## src/rtl/gbtx_daq_pkg.sv

```systemverilog
// Shared widths, idle encoding and FSM states for the GBTx DAQ packet arbiter.
package gbtx_daq_pkg;
    localparam int DAQ_W      = 18;
    localparam int DAQ_WORD_W = 19;
    localparam logic [DAQ_WORD_W-1:0] IDLE_WORD = 19'h40000;

    typedef enum logic [1:0] {
        IDLE = 2'd0,
        SEND = 2'd1,
        GAP  = 2'd2
    } state_t;
endpackage

```

## src/rtl/gbtx_daq_arb_rr.sv

```systemverilog
// Round-robin picker: combinational one-hot grant, pointer advances past the winner on upd_i.
// Zero latency from req_i to gnt_o; no backpressure of its own.
module rr_arbiter #(
    parameter int N = 2
) (
    input  logic         clk,
    input  logic         rst_n,
    input  logic [N-1:0] req_i,
    input  logic         upd_i,
    output logic [N-1:0] gnt_o
);
    localparam int PW = (N > 1) ? $clog2(N) : 1;

    logic [PW-1:0]  ptr_q, ptr_d;
    logic [2*N-1:0] req2;
    logic [N-1:0]   rot;
    logic           found;
    int             off, pos, nxt;

    // Rotate requests so bit 0 is the first candidate, then map the winner back.
    always_comb begin
        req2  = {req_i, req_i} >> ptr_q;
        rot   = req2[N-1:0];
        found = 1'b0;
        off   = 0;
        for (int k = 0; k < N; k++) begin
            if (!found && rot[k]) begin
                off   = k;
                found = 1'b1;
            end
        end
        pos = int'(ptr_q) + off;
        if (pos >= N) pos = pos - N;
        nxt   = (pos + 1 == N) ? 0 : pos + 1;
        gnt_o = found ? (N'(1) << pos) : '0;
        ptr_d = PW'(nxt);
    end

    always_ff @(posedge clk or negedge rst_n) begin
        if (!rst_n)     ptr_q <= '0;
        else if (upd_i) ptr_q <= ptr_d;
    end
endmodule

```

## src/rtl/gbtx_daq_arb.sv

```systemverilog
// Packet-atomic round-robin arbiter into the GBTx daq_word; words appear 1 cycle after transfer.
// Only the granted source sees ready; new grants wait for enable and synchronised tx-ready.
module gbtx_daq_arb
    import gbtx_daq_pkg::*;
#(
    parameter int N_SRC   = 2,
    parameter int MAX_PKT = 512,
    parameter int GAP_CYC = 2
) (
    input  logic                   clk,
    input  logic                   rst_n,
    input  logic [N_SRC-1:0]       src_valid,
    input  logic [DAQ_W*N_SRC-1:0] src_data,
    input  logic [N_SRC-1:0]       src_last,
    output logic [N_SRC-1:0]       src_ready,
    input  logic                   gbt_txrdy,
    input  logic                   enable,
    output logic [DAQ_WORD_W-1:0]  daq_word,
    output logic [N_SRC-1:0]       grant,
    output logic                   busy,
    output logic                   trunc_err,
    output logic [15:0]            pkt_cnt
);
    localparam int CW = $clog2(MAX_PKT + 1);
    localparam int GW = (GAP_CYC > 1) ? $clog2(GAP_CYC) : 1;

    state_t                  state_q, state_d;
    logic [1:0]              sync_q;
    logic                    txrdy_s;
    logic [N_SRC-1:0]        grant_q, grant_d, rr_gnt;
    logic [CW-1:0]           wcnt_q, wcnt_d;
    logic [GW-1:0]           gcnt_q, gcnt_d;
    logic [DAQ_WORD_W-1:0]   daq_q, daq_d;
    logic [15:0]             pkt_q, pkt_d;
    logic                    trunc_q, trunc_d;
    logic [DAQ_W-1:0]        sel_dat;
    logic                    sel_vld, sel_last, xfer, arb_go;

    assign txrdy_s = sync_q[1];
    assign arb_go  = (state_q == IDLE) && enable && txrdy_s && (|src_valid);

    rr_arbiter #(.N(N_SRC)) u_rr (
        .clk   (clk),
        .rst_n (rst_n),
        .req_i (src_valid),
        .upd_i (arb_go),
        .gnt_o (rr_gnt)
    );

    always_comb begin
        sel_dat  = '0;
        sel_vld  = 1'b0;
        sel_last = 1'b0;
        for (int i = 0; i < N_SRC; i++) begin
            if (grant_q[i]) begin
                sel_dat  = src_data[DAQ_W*i +: DAQ_W];
                sel_vld  = src_valid[i];
                sel_last = src_last[i];
            end
        end
    end

    assign xfer      = (state_q == SEND) && sel_vld;
    assign src_ready = (state_q == SEND) ? grant_q : '0;

    always_comb begin
        state_d = state_q;
        grant_d = grant_q;
        wcnt_d  = wcnt_q;
        gcnt_d  = gcnt_q;
        daq_d   = IDLE_WORD;
        pkt_d   = pkt_q;
        trunc_d = trunc_q;
        case (state_q)
            IDLE: begin
                if (arb_go) begin
                    grant_d = rr_gnt;
                    wcnt_d  = '0;
                    state_d = SEND;
                end
            end
            SEND: begin
                if (xfer) begin
                    daq_d  = {1'b0, sel_dat};
                    wcnt_d = wcnt_q + 1'b1;
                    // The MAX_PKT-th word closes the packet even without last.
                    if (sel_last || (wcnt_q == CW'(MAX_PKT - 1))) begin
                        grant_d = '0;
                        pkt_d   = pkt_q + 16'd1;
                        gcnt_d  = '0;
                        if (!sel_last) trunc_d = 1'b1;
                        state_d = (GAP_CYC > 0) ? GAP : IDLE;
                    end
                end
            end
            GAP: begin
                if (gcnt_q == GW'(GAP_CYC - 1)) state_d = IDLE;
                else                            gcnt_d  = gcnt_q + 1'b1;
            end
            default: state_d = IDLE;
        endcase
    end

    always_ff @(posedge clk or negedge rst_n) begin
        if (!rst_n) begin
            state_q <= IDLE;
            sync_q  <= 2'b00;
            grant_q <= '0;
            wcnt_q  <= '0;
            gcnt_q  <= '0;
            daq_q   <= IDLE_WORD;
            pkt_q   <= '0;
            trunc_q <= 1'b0;
        end else begin
            state_q <= state_d;
            sync_q  <= {sync_q[0], gbt_txrdy};
            grant_q <= grant_d;
            wcnt_q  <= wcnt_d;
            gcnt_q  <= gcnt_d;
            daq_q   <= daq_d;
            pkt_q   <= pkt_d;
            trunc_q <= trunc_d;
        end
    end

    assign daq_word  = daq_q;
    assign grant     = grant_q;
    assign busy      = (state_q != IDLE);
    assign trunc_err = trunc_q;
    assign pkt_cnt   = pkt_q;
endmodule
```

## config.mk

```make
export PLATFORM = sky130hd
export DESIGN_NAME = gbtx_daq_arb
export DESIGN_NICKNAME = d
export VERILOG_FILES = /design/src/rtl/gbtx_daq_pkg.sv /design/src/rtl/gbtx_daq_arb_rr.sv /design/src/rtl/gbtx_daq_arb.sv
export SDC_FILE = /design/constraint.sdc
export NUM_CORES = 1
export LEC_CHECK = 0
export BUFFER_PORTS_ARGS = -buffer_cell sky130_fd_sc_hd__buf_2
export CAP_MARGIN = 5
export CORE_AREA = 5 5 77 93
export DETAILED_ROUTE_END_ITERATION = 16
export DIE_AREA = 0 0 82 98
export GPL_TIMING_DRIVEN = 0
export PLACE_DENSITY = 0.65
export SLEW_MARGIN = 20
export SYNTH_ARGS = -nofsm -noshare
export SYNTH_HDL_FRONTEND = slang
export SYNTH_SLANG_ARGS = --single-unit
```

## constraint.sdc

```tcl
create_clock -name clk -period 2.9 [get_ports clk]
set_input_delay 0.58 -clock clk [delete_from_list [all_inputs] [get_ports clk]]
set_output_delay 0.58 -clock clk [all_outputs]
set_load 0.05 [all_outputs]
```

# Word-level counts from Yosys, hierarchy flattened
# Index checks and enable logic that the tools add are counted.
# Widths: inputs -> output; s select.
dict set report word_totals {
  regBits 54
  latchBits 0
  mem_bits_rw 0
  rom_bits 0
  in_bits 44
  output_inout_bits 41
  wordCells 76
  mem_count 0
}
dict set report classes {
  n_addsub 6
  multipliers 0
  div_mod_pow 0
  n_lt_le_gt_ge 1
  n_eq_ne 8
  shift 2
  muxes 31
  bitwise 1
  n_reduce_logical 18
}
# operator count
set op_table {}
lappend op_table {{$mux 19} 2}
lappend op_table {{$mux 18} 2}
lappend op_table {{$add 32x2->32 const B} 1}
lappend op_table {{$eq 32x3->1 const B} 1}
lappend op_table {{$ge 32x3->1 const B} 1}
lappend op_table {{$mux 32} 1}
lappend op_table {{$shl 1x32->2 const A} 1}
lappend op_table {{$sub 32x3->32 const B} 1}
lappend op_table {{$mux 10} 2}
lappend op_table {{$pmux 10 s2} 1}
lappend op_table {{$mux 2} 9}
lappend op_table {{$add 16x1->16 const B} 1}
lappend op_table {{$reduce_and 4->1} 3}
lappend op_table {{$mux 1} 11}
lappend op_table {{$add 10x1->10 const B} 1}
lappend op_table {{$eq 10x9->1 const B} 1}
lappend op_table {{$reduce_and 3->1} 3}
lappend op_table {{$ne 2x2->1 const B} 3}
lappend op_table {{$pmux 2 s3} 1}
lappend op_table {{$reduce_bool 2->1} 3}
lappend op_table {{$logic_and 1x1->1} 5}
lappend op_table {{$pmux 2 s2} 1}
lappend op_table {{$shr 4x1->2} 1}
lappend op_table {{$add 1x1->2} 1}
lappend op_table {{10 further kinds} 10}

# Longest topological paths before layout
dict set report depth {
  depth_word 12
  mapped_depth 7
  depth_no_buf 6
}

# Modules after synthesis
# Synthesis repeated with hierarchy kept, for this count alone.
dict set report hier_totals {
  cells_unflattened 214
  hier_area_um2 2354.8
}
# mod instances cells_per_inst area_per_inst_um2
set by_module_without_submodules {}
lappend by_module_without_submodules {gbtx_daq_arb 1 207 2284.7}
lappend by_module_without_submodules {rr_arbiter 1 7 70.1}

# Worst setup path before layout
# Ideal clock, no wire load.
dict set report synth_timing {
  path_kind {flip-flop to flip-flop}
  startpoint {reg grant_q[0] (netlist: grant[0])}
  endpoint {reg pkt_q[15] (netlist: pkt_cnt[15])}
  setup_ns 0.140
  t_arrival_ns 2.034
  path_slack_ns 0.725
  path_stages_with_launch 7
  path_cell_list {dfrtp_1 -> nor2b_1 -> clkbuf_1 -> a22oi_1 -> a2111oi_4 -> nand4_1 -> xnor2_1}
}
dict set report synth_via {
  elab_chain_cells 4
  word_cells_on_any_way 7
  cone_classes {mux: 4; reduce/logical: 3}
}
# item line_no
set synth_lines {}
lappend synth_lines {{from (decl)} gbtx_daq_arb.sv:30} ;# logic [N_SRC-1:0] grant_q, grant_d, rr_gnt;
lappend synth_lines {{from (signal assigned)} gbtx_daq_arb.sv:117} ;# grant_q <= grant_d;
lappend synth_lines {{$mux 1 (2 in a row)} gbtx_daq_arb.sv:55} ;# if (grant_q[i]) begin
lappend synth_lines {{$logic_and 1x1->1 / $logic_or 1x1->1 (equally long branches)} {gbtx_daq_arb.sv:63, gbtx_daq_arb.sv:87}}
lappend synth_lines {{$reduce_and 3->1 (no line) (*)} n/a}
lappend synth_lines {{to (signal assigned)} gbtx_daq_arb.sv:121} ;# pkt_q <= pkt_d;
lappend synth_lines {{to (decl)} gbtx_daq_arb.sv:34} ;# logic [15:0] pkt_q, pkt_d;
# Every way passes the cells marked *; elsewhere a longest branch is shown, timed or not.
# A chain may end at the register's enable or synchronous reset.

# Worst setup path after layout
dict set report layout_timing {
  startpoint {reg wcnt_q[0]}
  endpoint {reg pkt_q[15] (netlist: pkt_cnt[15])}
}
dict set report layout_via {
  elab_chain_cells 3
}
# item line_no
set layout_lines {}
lappend layout_lines {{from (decl)} gbtx_daq_arb.sv:31} ;# logic [CW-1:0] wcnt_q, wcnt_d;
lappend layout_lines {{from (signal assigned)} gbtx_daq_arb.sv:118} ;# wcnt_q <= wcnt_d;
lappend layout_lines {{$eq 10x9->1} gbtx_daq_arb.sv:87} ;# if (sel_last || (wcnt_q == CW'(MAX_PKT - 1))) begin
lappend layout_lines {{$logic_or 1x1->1} gbtx_daq_arb.sv:87}
lappend layout_lines {{$reduce_and 3->1 (no line)} n/a}
# No other way between the ends.

==> impl_results.md <==
* Worst vdd ir at approximately 280 uV
* Starting utilization of the core area at between 30% and 40%
* DRC marker count from the first detailed-route iteration at 91
* Number of violations of the max-capacitance limit at 0
* Worst reg2reg startpoint: wcnt_q[0]
* Net switching share of the total power at around two fifths
* Clk Tree Root Cell: sky130_fd_sc_hd__clkbuf_8
* Number of non-filler instances in the completed layout at 398
* Post-cts resize count at 0
* Growth of design area from synthesis to finish at 26.4%
* Seq/Total Area, Yosys at between 50% and 60%
* Clock share of power at 20.7%
* Number of antenna repair diodes at 0
* Number of buffers inserted during clock tree synthesis at 5
* Endpoint type of the worst setup path: flop
* FFs w/ async S/R, synth at 100%
* Area of the die at 8040 um^2
* FP Rows at 32
* Peak Freq at 0.448 GHz
* Post-route minimum period at about 2.2 ns
* Total track usage at 14.1%
* Worst reg2reg setup slack at 0.67 ns
* Buffers on Ports at 84
* CTS sink count at 54
* Area leader, netlist: sky130_fd_sc_hd__dfrtp_1
* Drt wl/cell at 13.8 um
* CP Data Arrival Time at 2.44 ns
* Outcome: finished, final reports clean
* Post-synthesis instance total at 221
* Type of the worst min-delay path: input pin to async pin
* Crit-path slowest cell: sky130_fd_sc_hd__a2111oi_4
* Clock latency of the later-clocked register in the worst-skew pair at 0.31 ns
* Placed cell areas at 2930 um^2
* Filler cell count at 619
* Delay contributed by the slowest stage of the critical path at 0.53 ns
* Setup tns final at 0 ns
* Instance count after placement with tap cells included at a little under 400
* Die boundary width at between 80 and 90 um
* Relative slew slack at 55.5%
* Worst setup path startpoint: wcnt_q[0]
* First-pass GRT wire length at approximately 8900 um
* Main area contributors after synthesis: sky130_fd_sc_hd__dfrtp_1 (55%), sky130_fd_sc_hd__a22oi_1 (5.6%), sky130_fd_sc_hd__nor2_1 (4.8%)
* Vias at 1962
* Placer Congestion at ~0.79
* Reg-to-reg critical path endpoint: pkt_cnt[15]
* HPWL Detailed at 4200 um
* Post-Syn Area per Cell at 10.9 um^2
* Sort of element at the start of the critical path: flop
* Final count of pins violating max slew at 0
* Final number of hold-violating endpoints at 0
* Total congestion overflow at 0
* Hold_ws at 0.298 ns
* Post-synthesis sequential element count at 54
* Switching power of the nets at 0.000923 W
* Largest net degree at the start of global routing at 55
* Worst slew pin tran at 0.667 ns
* Layout cell share with drive strength beyond 1 at 34.8%
* Top cell types by occurrence after synthesis: sky130_fd_sc_hd__dfrtp_1 (53), sky130_fd_sc_hd__nor2_1 (31), sky130_fd_sc_hd__a22oi_1 (18)
* Data required time of the critical path at ~3.1 ns
* Number of cells on the worst reg-to-reg path at 6
* Antenna viol nets, final at 0
* Number of buffers added to fix hold violations after cts at 0
* Final wirelength at roughly 5500 um
* Syn_nets at around 270
* Placeable core area at 6250 um^2
* Initial antenna violation count at 0
* Via-to-Cell Ratio at 4.93
* H-tree depth at 2
* Number of setup violations in the final report at 0
* Buf/Inv on CP at 0
* Drt pass-1 iters at 4
* Fraction of synthesized cell area taken by the top area cell type at 55.2%
* Combined area of all synthesized cells at 2400 um^2
* Total power divided by cell area at about 740 nW/um^2
* Post-CTS setup repair buffer count at 0
* CTS tree: built
* Most numerous cell in the Yosys netlist: sky130_fd_sc_hd__dfrtp_1
* Comb pwr share at 37.4%
* Internal cell power at 0.00132 W
* Static Leakage at 1.52 nW
* Footprint of the flip-flops and latches at 1350 um^2
* Final Cycle Share at between 70% and 80%
* Critical path cell sequence: ha_1 > nand3_2 > or4_4 > a2111oi_4 > nand4_1 > xnor2_1
* Crit path max-delay family: simple AND/OR/NAND/NOR gates
* Max FO, Critical Path at 6
* Start-to-end type of the worst setup path: flop to flop
* Final Skew at 0.0142 ns
* Total Power at 0.00224 W
* Number of distinct library cell variants in the gate-level netlist after synthesis at 43
* EDFF count, synth at 0
* Sequential power share at between 40% and 50%
* Die Y-Extent at 98 um
* Total of warnings raised by yosys at 0
* Number of global-route vias before repair at 1964
* Deepest clock path buffer count at 2
* Clock transition at the register clock pins on the worst setup and hold paths after CTS at 0.10 ns
* Combined area of the multi-input logic cells at 988 um^2
* Final #Nets at 358
* Post-route standard cell area excluding fillers at between 3000 and 4000 um^2
* Top Ports at 85
* Unrepaired setup endpoints after global routing: false
* Drc violations at 0
* Dominant register cell in the synthesized netlist: sky130_fd_sc_hd__dfrtp_1
## cell usage in the layout, fill, tap and decap left out, drive strengths merged, types with 5 or more instances in the layout
cell,count
clkbuf,13
xor2,10
inv,5
dfrtp,53
nor2,31
nand4,7
nand3,11
buf,87
nor4,6
a22oi,18
o21ai,6
nand2,17
xnor2,9
## logic make-up after synthesis
family,Yosys count,synth area share [%]
fa+ha+maj,2,1.04
simple gates,91,20.2
compound gates,38,11.7
flops,54,56.3
mux,3,1.30
buf+inv,14,2.55
xor+xnor,19,6.93
## sequential cells by signal (all words and copies together) (netlist names)
signal      cells
daq_word       19
gcnt_q          1
grant           2
pkt_cnt        16
state_q         2
sync_q          2
trunc_err       1
u_rr.ptr_q      1
wcnt_q         10
## worst register-to-register path: stages (launching register included)
cell                        delay (ns)
sky130_fd_sc_hd__dfrtp_1          0.44
sky130_fd_sc_hd__ha_1             0.22
sky130_fd_sc_hd__nand3_2          0.12
sky130_fd_sc_hd__or4_4            0.49
sky130_fd_sc_hd__a2111oi_4        0.53
sky130_fd_sc_hd__nand4_1          0.18
sky130_fd_sc_hd__xnor2_1          0.15
## power groups by stage
stage / Sequential, W / Combinational [W] / Clock [W]
after global placement: 0.000948 / 0.000838 / 0
after CTS: 0.000938 / 0.000848 / 0.000482
after floorplan: 0.00111 / 0.000456 / 0
after global routing: 0.000956 / 0.000918 / 0.000506
final: 0.000939 / 0.000837 / 0.000464
after detailed placement: 0.000953 / 0.000846 / 0
## per-layer routing
metal | up-vias | GRT usage, % | share of wire [%]
met2 | 51 | 24.8 | 53
met4 | 0 | 6.27 | 2.4
li1 | 964 | - | -
met5 | - | 0 | 0
met1 | 938 | 16.6 | 39
met3 | 9 | 2.12 | 5.0
## worst max path at each step
stage                        to  slack (ns)  depth (start not counted)
finish              pkt_cnt[15]        0.67                          6
global route         pkt_cnt[9]        0.51                          6
CTS                 pkt_cnt[15]        0.63                          6
detailed placement   state_q[1]        0.57                          7
global placement     state_q[1]        0.58                          7
floorplan           pkt_cnt[15]        0.73                          6
## layout make-up
| class | count | area share (%) |
|---|---|---|
| inverter | 5 | 0.618 |
| clock buffer | 7 | 3.17 |
| clock inverter | 1 | 0.288 |
| multi-input combinational | 153 | 32.6 |
| buffer | 9 | 1.40 |
| sequential | 54 | 44.5 |
| tap | 85 | 3.50 |
| timing repair buffer | 84 | 13.9 |
## per-stage QoR
step / setup slack [ns] / utilization, %
floorplan: 0.725 / -
global placement: 0.582 / 46.9
detailed placement: 0.567 / 46.9
CTS: 0.633 / 48.6
global route: 0.506 / 48.6
finish: 0.667 / 48.6
(Power assumes the default switching activity.)
